## config.mk

```make
export PLATFORM = sky130hd
export DESIGN_NAME = alu_iter_flat
export DESIGN_NICKNAME = d
export VERILOG_FILES = /design/src/rtl/alu_iter_pkg.sv /design/src/rtl/alu_iter_if.sv /design/src/rtl/alu_iter_muldiv.sv /design/src/rtl/alu_iter.sv /design/src/flat_wrapper.sv
export SDC_FILE = /design/constraint.sdc
export NUM_CORES = 1
export LEC_CHECK = 0
export BUFFER_PORTS_ARGS = -buffer_cell sky130_fd_sc_hd__buf_4
export CORE_MARGIN = 2
export CORE_UTILIZATION = 45
export CTS_BUF_LIST = sky130_fd_sc_hd__clkbuf_8 sky130_fd_sc_hd__clkbuf_16
export DETAILED_ROUTE_END_ITERATION = 6
export GPL_TIMING_DRIVEN = 0
export PLACE_DENSITY_LB_ADDON = 0.12
export SYNTH_ARGS = -nofsm -noshare
export SYNTH_HDL_FRONTEND = slang
export SYNTH_SLANG_ARGS = --single-unit
```

## constraint.sdc

```tcl
create_clock -name clk -period 6.8 [get_ports clk]
set_input_delay 0.68 -clock clk [delete_from_list [all_inputs] [get_ports clk]]
set_output_delay 0.68 -clock clk [all_outputs]
set_load 0.01 [all_outputs]
```

## src/rtl/alu_iter_pkg.sv

```systemverilog
// Shared definitions for the iterative ALU: opcodes, flag bit positions,
// FSM state encoding and small combinational helpers.
package alu_iter_pkg;

    localparam int OPW = 6;
    localparam int FLW = 3;

    localparam logic [OPW-1:0] OP_ADD = 6'b000000;
    localparam logic [OPW-1:0] OP_SUB = 6'b000001;
    localparam logic [OPW-1:0] OP_MOV = 6'b000010;
    localparam logic [OPW-1:0] OP_AND = 6'b000100;
    localparam logic [OPW-1:0] OP_OR  = 6'b000101;
    localparam logic [OPW-1:0] OP_XOR = 6'b000110;
    localparam logic [OPW-1:0] OP_NOT = 6'b000111;
    localparam logic [OPW-1:0] OP_SLL = 6'b011001;
    localparam logic [OPW-1:0] OP_SRL = 6'b011010;
    localparam logic [OPW-1:0] OP_SRA = 6'b011011;
    localparam logic [OPW-1:0] OP_MUL = 6'b100000;
    localparam logic [OPW-1:0] OP_DIV = 6'b100001;

    localparam int F_OVF  = 0;
    localparam int F_ZERO = 1;
    localparam int F_DZ   = 2;

    typedef enum logic [1:0] {
        S_IDLE = 2'b00,
        S_MUL  = 2'b01,
        S_DIV  = 2'b10,
        S_DONE = 2'b11
    } state_e;

    typedef enum logic {
        MD_MUL = 1'b0,
        MD_DIV = 1'b1
    } md_mode_e;

    // Two's-complement overflow: operands agree in sign, result does not.
    function automatic logic signed_ovf(input logic sa, input logic sb, input logic sr);
        return (sa == sb) && (sr != sa);
    endfunction

    // Assemble the {dz, zero, ovf} flag vector by named bit position.
    function automatic logic [FLW-1:0] pack_flags(input logic dz, input logic zero, input logic ovf);
        logic [FLW-1:0] f;
        f         = {FLW{1'b0}};
        f[F_DZ]   = dz;
        f[F_ZERO] = zero;
        f[F_OVF]  = ovf;
        return f;
    endfunction

endpackage

```

## src/rtl/alu_iter_if.sv

```systemverilog
// Request/response bundle between the EX-stage issuer (master) and alu_iter (slave).
interface alu_iter_if
    import alu_iter_pkg::*;
#(
    parameter int WIDTH = 16
) ();

    logic             in_valid;
    logic             in_ready;
    logic [OPW-1:0]   op;
    logic [WIDTH-1:0] a;
    logic [WIDTH-1:0] b;
    logic             res_valid;
    logic [WIDTH-1:0] res;
    logic [WIDTH-1:0] hi;
    logic [FLW-1:0]   flags;
    logic             busy;

    modport master (
        output in_valid, op, a, b,
        input  in_ready, res_valid, res, hi, flags, busy
    );

    modport slave (
        input  in_valid, op, a, b,
        output in_ready, res_valid, res, hi, flags, busy
    );

endinterface

```

## src/rtl/alu_iter_muldiv.sv

```systemverilog
// Shared iterative datapath: signed Booth radix-2 multiply and unsigned
// restoring divide on one accumulator/shift register pair, WIDTH steps each.
// hi/lo present the value the registers take after the current step, so the
// caller can capture the final result on the same edge as the last step.
module alu_iter_muldiv
    import alu_iter_pkg::*;
#(
    parameter int WIDTH = 16
) (
    input  logic             clk,
    input  logic             reset,
    input  logic             start,
    input  md_mode_e         mode,
    input  logic [WIDTH-1:0] op_a,
    input  logic [WIDTH-1:0] op_b,
    output logic             done,
    output logic [WIDTH-1:0] hi,
    output logic [WIDTH-1:0] lo
);

    localparam int            CW       = $clog2(WIDTH);
    localparam logic [CW-1:0] CNT_LAST = CW'(WIDTH - 1);

    // acc_r is one bit wider than the operands so the Booth subtract of the
    // most negative multiplicand and the restoring trial shift never overflow.
    logic [WIDTH:0]   acc_r;
    logic [WIDTH-1:0] lo_r;
    logic [WIDTH-1:0] m_r;
    logic             qm1_r;
    logic [CW-1:0]    cnt_r;
    md_mode_e         mode_r;
    logic             run_r;

    logic [WIDTH:0]   m_ext_s;
    logic [WIDTH:0]   booth_sum_s;
    logic [WIDTH:0]   booth_acc_s;
    logic [WIDTH-1:0] booth_lo_s;
    logic [WIDTH:0]   div_shl_s;
    logic [WIDTH:0]   div_trial_s;
    logic [WIDTH:0]   div_acc_s;
    logic [WIDTH-1:0] div_lo_s;
    logic [WIDTH:0]   next_acc_s;
    logic [WIDTH-1:0] next_lo_s;

    // Booth step: add/subtract multiplicand per {q0, q-1}, then arithmetic shift right.
    always_comb begin
        m_ext_s = {m_r[WIDTH-1], m_r};
        case ({lo_r[0], qm1_r})
            2'b01:   booth_sum_s = acc_r + m_ext_s;
            2'b10:   booth_sum_s = acc_r - m_ext_s;
            default: booth_sum_s = acc_r;
        endcase
        booth_acc_s = {booth_sum_s[WIDTH], booth_sum_s[WIDTH:1]};
        booth_lo_s  = {booth_sum_s[0], lo_r[WIDTH-1:1]};
    end

    // Restoring step: shift remainder left, keep the trial difference when non-negative.
    always_comb begin
        div_shl_s   = {acc_r[WIDTH-1:0], lo_r[WIDTH-1]};
        div_trial_s = div_shl_s - {1'b0, m_r};
        if (div_trial_s[WIDTH] == 1'b0) begin
            div_acc_s = div_trial_s;
            div_lo_s  = {lo_r[WIDTH-2:0], 1'b1};
        end else begin
            div_acc_s = div_shl_s;
            div_lo_s  = {lo_r[WIDTH-2:0], 1'b0};
        end
    end

    // Select the step result for the active mode.
    always_comb begin
        if (mode_r == MD_MUL) begin
            next_acc_s = booth_acc_s;
            next_lo_s  = booth_lo_s;
        end else begin
            next_acc_s = div_acc_s;
            next_lo_s  = div_lo_s;
        end
    end

    assign done = run_r && (cnt_r == {CW{1'b0}});
    assign hi   = next_acc_s[WIDTH-1:0];
    assign lo   = next_lo_s;

    // Operand load on start, then one step per cycle until the counter reaches zero.
    always_ff @(posedge clk or negedge reset) begin
        if (!reset) begin
            acc_r  <= {(WIDTH + 1){1'b0}};
            lo_r   <= {WIDTH{1'b0}};
            m_r    <= {WIDTH{1'b0}};
            qm1_r  <= 1'b0;
            cnt_r  <= {CW{1'b0}};
            mode_r <= MD_MUL;
            run_r  <= 1'b0;
        end else if (start) begin
            acc_r  <= {(WIDTH + 1){1'b0}};
            lo_r   <= op_a;
            m_r    <= op_b;
            qm1_r  <= 1'b0;
            cnt_r  <= CNT_LAST;
            mode_r <= mode;
            run_r  <= 1'b1;
        end else if (run_r) begin
            acc_r <= next_acc_s;
            lo_r  <= next_lo_s;
            qm1_r <= lo_r[0];
            if (cnt_r == {CW{1'b0}}) begin
                run_r <= 1'b0;
            end else begin
                cnt_r <= cnt_r - {{(CW - 1){1'b0}}, 1'b1};
            end
        end else begin
            run_r <= 1'b0;
        end
    end

endmodule

```

## src/rtl/alu_iter.sv

```systemverilog
// EX-stage ALU: single-cycle add/sub/logic/shift/move plus iterative signed
// MUL and unsigned DIV behind a valid/ready handshake. One op in flight.
module alu_iter
    import alu_iter_pkg::*;
#(
    parameter int WIDTH = 16
) (
    input  logic       clk,
    input  logic       reset,
    alu_iter_if.slave  bus
);

    localparam int SHW = $clog2(WIDTH);
    localparam int MSB = WIDTH - 1;

    state_e           state_r;
    state_e           state_s;
    logic             accept_s;
    logic             start_s;
    md_mode_e         mode_s;
    logic             b_zero_s;
    logic             md_done_s;
    logic [WIDTH-1:0] md_hi_s;
    logic [WIDTH-1:0] md_lo_s;

    logic [WIDTH-1:0] sum_s;
    logic [WIDTH-1:0] diff_s;
    logic [SHW-1:0]   shamt_s;
    logic             shift_big_s;
    logic [WIDTH-1:0] sll_s;
    logic [WIDTH-1:0] srl_s;
    logic [WIDTH-1:0] sra_s;
    logic             sc_exec_s;
    logic [WIDTH-1:0] sc_res_s;
    logic             sc_ovf_s;

    logic [WIDTH-1:0] res_s;
    logic [WIDTH-1:0] hi_s;
    logic [FLW-1:0]   flags_s;
    logic [WIDTH-1:0] res_r;
    logic [WIDTH-1:0] hi_r;
    logic [FLW-1:0]   flags_r;
    logic             res_valid_r;
    logic             in_ready_r;
    logic             busy_r;

    assign accept_s = bus.in_valid && (state_r == S_IDLE);
    assign b_zero_s = (bus.b == {WIDTH{1'b0}});

    alu_iter_muldiv #(
        .WIDTH (WIDTH)
    ) u_muldiv (
        .clk   (clk),
        .reset (reset),
        .start (start_s),
        .mode  (mode_s),
        .op_a  (bus.a),
        .op_b  (bus.b),
        .done  (md_done_s),
        .hi    (md_hi_s),
        .lo    (md_lo_s)
    );

    // Arithmetic and shift candidates; an amount of WIDTH or more saturates.
    always_comb begin
        sum_s       = bus.a + bus.b;
        diff_s      = bus.a - bus.b;
        shamt_s     = bus.b[SHW-1:0];
        shift_big_s = |bus.b[WIDTH-1:SHW];
        if (shift_big_s) begin
            sll_s = {WIDTH{1'b0}};
            srl_s = {WIDTH{1'b0}};
            sra_s = {WIDTH{bus.a[MSB]}};
        end else begin
            sll_s = bus.a << shamt_s;
            srl_s = bus.a >> shamt_s;
            sra_s = $signed(bus.a) >>> shamt_s;
        end
    end

    // Pick the single-cycle result; MUL, DIV and unknown opcodes are not handled here.
    always_comb begin
        sc_exec_s = 1'b1;
        sc_res_s  = {WIDTH{1'b0}};
        sc_ovf_s  = 1'b0;
        case (bus.op)
            OP_ADD: begin
                sc_res_s = sum_s;
                sc_ovf_s = signed_ovf(bus.a[MSB], bus.b[MSB], sum_s[MSB]);
            end
            OP_SUB: begin
                sc_res_s = diff_s;
                sc_ovf_s = signed_ovf(bus.a[MSB], ~bus.b[MSB], diff_s[MSB]);
            end
            OP_MOV:  sc_res_s = bus.b;
            OP_AND:  sc_res_s = bus.a & bus.b;
            OP_OR:   sc_res_s = bus.a | bus.b;
            OP_XOR:  sc_res_s = bus.a ^ bus.b;
            OP_NOT:  sc_res_s = ~bus.b;
            OP_SLL:  sc_res_s = sll_s;
            OP_SRL:  sc_res_s = srl_s;
            OP_SRA:  sc_res_s = sra_s;
            default: sc_exec_s = 1'b0;
        endcase
    end

    // Next state and iterative-unit start; divide by zero bypasses iteration.
    always_comb begin
        state_s = state_r;
        start_s = 1'b0;
        mode_s  = MD_MUL;
        case (state_r)
            S_IDLE: begin
                if (accept_s) begin
                    if (bus.op == OP_MUL) begin
                        state_s = S_MUL;
                        start_s = 1'b1;
                        mode_s  = MD_MUL;
                    end else if ((bus.op == OP_DIV) && !b_zero_s) begin
                        state_s = S_DIV;
                        start_s = 1'b1;
                        mode_s  = MD_DIV;
                    end else begin
                        state_s = S_DONE;
                    end
                end else begin
                    state_s = S_IDLE;
                end
            end
            S_MUL, S_DIV: begin
                if (md_done_s) begin
                    state_s = S_DONE;
                end else begin
                    state_s = state_r;
                end
            end
            S_DONE:  state_s = S_IDLE;
            default: state_s = S_IDLE;
        endcase
    end

    // Result/flag update; NOP and in-flight cycles hold the previous values.
    always_comb begin
        res_s   = res_r;
        hi_s    = hi_r;
        flags_s = flags_r;
        if (accept_s && sc_exec_s) begin
            res_s   = sc_res_s;
            hi_s    = {WIDTH{1'b0}};
            flags_s = pack_flags(1'b0, sc_res_s == {WIDTH{1'b0}}, sc_ovf_s);
        end else if (accept_s && (bus.op == OP_DIV) && b_zero_s) begin
            res_s   = {WIDTH{1'b1}};
            hi_s    = bus.a;
            flags_s = pack_flags(1'b1, 1'b0, 1'b0);
        end else if (md_done_s && (state_r == S_MUL)) begin
            res_s   = md_lo_s;
            hi_s    = md_hi_s;
            flags_s = pack_flags(1'b0, {md_hi_s, md_lo_s} == {(2 * WIDTH){1'b0}},
                                 md_hi_s != {WIDTH{md_lo_s[MSB]}});
        end else if (md_done_s && (state_r == S_DIV)) begin
            res_s   = md_lo_s;
            hi_s    = md_hi_s;
            flags_s = pack_flags(1'b0, md_lo_s == {WIDTH{1'b0}}, 1'b0);
        end else begin
            res_s   = res_r;
            hi_s    = hi_r;
            flags_s = flags_r;
        end
    end

    // State and output registers; status outputs are decoded from the next state.
    always_ff @(posedge clk or negedge reset) begin
        if (!reset) begin
            state_r     <= S_IDLE;
            res_r       <= {WIDTH{1'b0}};
            hi_r        <= {WIDTH{1'b0}};
            flags_r     <= {FLW{1'b0}};
            res_valid_r <= 1'b0;
            in_ready_r  <= 1'b1;
            busy_r      <= 1'b0;
        end else begin
            state_r     <= state_s;
            res_r       <= res_s;
            hi_r        <= hi_s;
            flags_r     <= flags_s;
            res_valid_r <= (state_s == S_DONE);
            in_ready_r  <= (state_s == S_IDLE);
            busy_r      <= (state_s == S_MUL) || (state_s == S_DIV);
        end
    end

    assign bus.in_ready  = in_ready_r;
    assign bus.res_valid = res_valid_r;
    assign bus.res       = res_r;
    assign bus.hi        = hi_r;
    assign bus.flags     = flags_r;
    assign bus.busy      = busy_r;

endmodule

```

## src/flat_wrapper.sv

```systemverilog
// flat-port wrapper written by rule: the top's interface ports become plain ports
module alu_iter_flat import alu_iter_pkg::*;
#(
    parameter int WIDTH = 16
)
  (clk, reset, bus_in_valid, bus_op, bus_a, bus_b, bus_in_ready, bus_res_valid, bus_res, bus_hi, bus_flags, bus_busy);
  alu_iter_if #(.WIDTH(WIDTH)) bus_i ();
  input  logic clk;
  input  logic reset;
  input wire logic [$bits(bus_i.in_valid)-1:0] bus_in_valid;
  input wire logic [$bits(bus_i.op)-1:0] bus_op;
  input wire logic [$bits(bus_i.a)-1:0] bus_a;
  input wire logic [$bits(bus_i.b)-1:0] bus_b;
  output wire logic [$bits(bus_i.in_ready)-1:0] bus_in_ready;
  output wire logic [$bits(bus_i.res_valid)-1:0] bus_res_valid;
  output wire logic [$bits(bus_i.res)-1:0] bus_res;
  output wire logic [$bits(bus_i.hi)-1:0] bus_hi;
  output wire logic [$bits(bus_i.flags)-1:0] bus_flags;
  output wire logic [$bits(bus_i.busy)-1:0] bus_busy;
  assign bus_i.in_valid = bus_in_valid;
  assign bus_i.op = bus_op;
  assign bus_i.a = bus_a;
  assign bus_i.b = bus_b;
  assign bus_in_ready = bus_i.in_ready;
  assign bus_res_valid = bus_i.res_valid;
  assign bus_res = bus_i.res;
  assign bus_hi = bus_i.hi;
  assign bus_flags = bus_i.flags;
  assign bus_busy = bus_i.busy;
  alu_iter #(.WIDTH(WIDTH)) u_core (.clk(clk), .reset(reset), .bus(bus_i));
endmodule
```

==> key figures <==
Yosys
  • Unique masters post-synth: 90
  • Synth Warn #: 0
  • Synth area leader: dfrtp_1
  • Post-Synthesis Cells: 1469
  • Async SR Flop Fraction: 100.0%
  • Top cells by area, synth: dfrtp_1 21%, ha_1 10%, mux2i_1 6.8%, o21ai_0 6.3%, nand2_1 5.3%
  • Post-synth EDFFs: 0
  • Top cell type's share of synthesized area: 21.08%
  • Synth Register Bits: 96
  • Top_reg_cell synth: dfrtp_1
  • Synth Net Count: 1604
  • Post-synthesis sequential area ratio: 21.32%
  • Synth Area per Inst: 7.676 sq um
  • Synthesized area: 11280 sq um

Routing
  • Vias per Instance: 6.432
  • Wire length per cell: 23.93 microns
  • DRT antenna net count: 0
  • Final Routed Wirelength: 45120 microns
  • Vias: 12130
  • Initial DRC count: 1358
  • Pre-antenna DRT Iters: 7
  • DR DRC count: 0

Die
  • Total Die Area: 26340 sq um
  • Starting density of the core: 46.09%
  • Num rows: 57
  • Chip Height: 162.3 microns
  • Core Area: 24460 sq um
  • # IOs: 79
  • Die Wd: 162.3 microns

Clock network
  • CTS tree: built
  • Htree depth: 3
  • Root Driver: clkbuf_16
  • Total CTS buffers: 9
  • Clk slew on worst S/H paths: 0.08 ns
  • PostCTS Resize Cnt: 0
  • Clk sinks: 96
  • Post-CTS Hold Fix Bufs: 0
  • Clock Path Buffers: 2
  • Postcts setup bufs: 0
  • Skew-Pair Late Insertion Delay: 0.35 ns

Final layout
  • Area Overhead vs Synth: 11.70%
  • Fill cell count: 2470
  • Nets@finish: 1691
  • ANT cells: 0
  • Storage cell area: 2404 sq um
  • Layout cells sized above 1: 9.865%
  • Finished Cell Area: 12590 sq um
  • Multi-input logic area: 8110 sq um

Critical path
  • End of the critical path: u_core.bus.flags[0]
  • Worst-path fanout max: 9
  • Worst setup EP type: flip-flop
  • CP max stage cell: or4_4
  • Critical path type: flip-flop to flip-flop
  • Worst reg2reg path depth: 26
  • Worst setup SP type: flip-flop
  • Flop-to-flop setup slack: 0.31 ns
  • Crit. Startpoint: u_core.u_muldiv.lo_r[15]
  • End of the worst register-to-register path: u_core.bus.flags[0]
  • Most common cell on crit path: a21o_1
  • Crit Reg-Reg Startpoint: u_core.u_muldiv.lo_r[15]
  • Critical Path AT: 6.73 ns
  • Crit-path max cell delay: 0.53 ns
  • Worst EP required: 7.05 ns

Power and ir drop
  • Maximum vdd ir drop: 0.2720 mV
  • Pwr/cell area: 457.8 nW/um^2
  • Leakage power: 5.259 nW

Global route
  • Vias in the first global route: 11570
  • First-pass GRT wire length: 68790 microns
  • Total GRT Usage: 34.30%
  • Antenna violations before repair: 0
  • Remaining Overflow, GRT: 0
  • Pin count of the biggest net entering global routing: 97

STA
  • Unrepaired setup endpoints after global routing: no
  • # setup viols final: 0
  • Period utilization: 95.39%
  • Tmin final: 6.487 ns
  • Worst slew pin tran: 0.9929 ns
  • Slew margin rel.: 33.80%
  • Layout Skew: 0.01051 ns
  • Final Hold Fails: 0
  • Max Fclk: 0.1542 GHz
  • Setup_tns: 0 ns
  • Max Slew Vio Count: 0

Place
  • IO buf count: 75
  • Gpl congestion: 1.026
  • Dpl hpwl: 35420 microns
  • Post-DP Area: 12250 sq um

Min path
  • Worst Hold Class: input port to async pin

Job
  • Max-cap viol count: 0

Status
  • Outcome: completed
-- power by group --
group | switching (mW) | internal, mW | total [mW] | leakage [nW]
Clock | 0.267 | 0.265 | 0.532 | 0.150
Sequential | 0.268 | 0.830 | 1.10 | 1.12
Combinational | 2.46 | 1.67 | 4.14 | 3.99
-- critical path, delay by kind of cell (launching register included) --
kind | cells | cell delay, ns
AO/OA/AOI/OAI | 12 | 2.37
adder cells (fa/ha/maj) | 3 | 0.93
buffers and inverters | 3 | 0.42
flip-flops | 1 | 0.48
AND/OR/NAND/NOR | 8 | 2.17
-- logic make-up (layout without fill, tap and decap cells) --
family | count (synthesis) | count (layout) | synth area share [%]
and+or+nand+nor | 485 | 485 | 20.56
buffers and inverters | 187 | 279 | 6.891
muxes | 103 | 103 | 11.13
xor gates and xnor gates | 47 | 47 | 3.651
AOI/OAI and AO/OA | 457 | 457 | 25.75
adders and majority gates | 94 | 94 | 10.70
DFF | 96 | 96 | 21.32
-- metrics by stage --
stage	instances	util (%)	hold slack, ns	power [mW]	setup slack (ns)
after floorplan	1469	-	0.3844	3.945	1.038
after global placement	1868	50.05	0.4691	5.107	0.06679
after detailed placement	1868	50.08	0.4800	5.130	0.1420
after CTS	1884	51.33	0.4980	5.683	0.1005
after global routing	1885	51.49	0.3882	6.216	0.08154
final	1885	51.49	0.3488	5.766	0.3135
-- how the worst min path moves through the flow --
stage	start	endpoint	slack, ns	cells past startpoint
final	reset	u_core.u_muldiv.acc_r[9]	0.35	1
after global routing	reset	u_core.u_muldiv.acc_r[11]	0.39	1
after CTS	u_core.bus.flags[2]	u_core.bus.flags[2]	0.50	1
after detailed placement	u_core.bus.flags[2]	u_core.bus.flags[2]	0.48	1
after global placement	u_core.bus.flags[2]	u_core.bus.flags[2]	0.47	1
after floorplan	reset	u_core.bus.busy	0.38	0
-- placed cells by master (no fill, tap or decap), drive strengths merged, types with 7 or more instances in the layout --
cell / instances
a211oi: 19
a21o: 11
a21oi: 119
a221oi: 16
a22oi: 9
a31oi: 9
and2: 11
and3: 10
buf: 89
clkbuf: 93
dfrtp: 95
ha: 90
inv: 90
mux2: 9
mux2i: 77
mux4: 17
nand2: 159
nand2b: 15
nand3: 26
nand4: 12
nor2: 142
nor2b: 13
nor3: 29
nor4: 17
o211ai: 17
o21a: 12
o21ai: 146
o221ai: 7
o22ai: 8
o31ai: 7
or3: 8
or4: 9
xnor2: 33
xor2: 14
-- final cells by class --
class | count | share of cell area, %
multi-input cells | 1186 | 64.39
inverters | 89 | 2.652
repair buffers | 76 | 4.689
well taps | 324 | 3.219
plain buffers | 98 | 3.527
clock inverters | 7 | 0.6457
flip-flops and latches | 96 | 19.08
clock buffers | 9 | 1.788
-- Yosys cell counts, types with 14 or more instances --
master	number
nor4_1	15
xnor2_1	33
a211oi_1	18
ha_1	90
xor2_1	14
inv_1	86
o21ai_0	141
nand2_1	159
nand2b_1	15
a221oi_1	16
clkbuf_1	81
nor2_1	142
o211ai_1	17
a21oi_1	119
mux4_2	17
dfrtp_1	95
nor3_1	29
mux2i_1	77
nand3_1	26
-- metal layers --
metal  wire length [microns]  GRT usage, %  part of all wire, %  vias to the layer above
li1                        -             -                    -                     5533
met1                   19000         46.00                   42                     5870
met2                   20390         54.85                   45                      610
met3                    3307         4.469                  7.3                      112
met4                    2411         16.41                  5.3                        0
met5                       0             0                    0                        -
-- registers in the layout, summed over array words and instances, names as in the netlist --
register                flops
u_core.bus.flags            3
u_core.u_muldiv.cnt_r       4
u_core.u_muldiv.mode_r      1
u_core.bus.res             16
u_core.u_muldiv.acc_r      17
u_core.u_muldiv.qm1_r       1
u_core.u_muldiv.m_r        16
u_core.bus.res_valid        1
u_core.bus.hi              16
u_core.u_muldiv.lo_r       16
u_core.bus.busy             1
u_core.u_muldiv.run_r       1
u_core.bus.in_ready         1
u_core.state_r              2
Power figures use the tool's default switching activity.
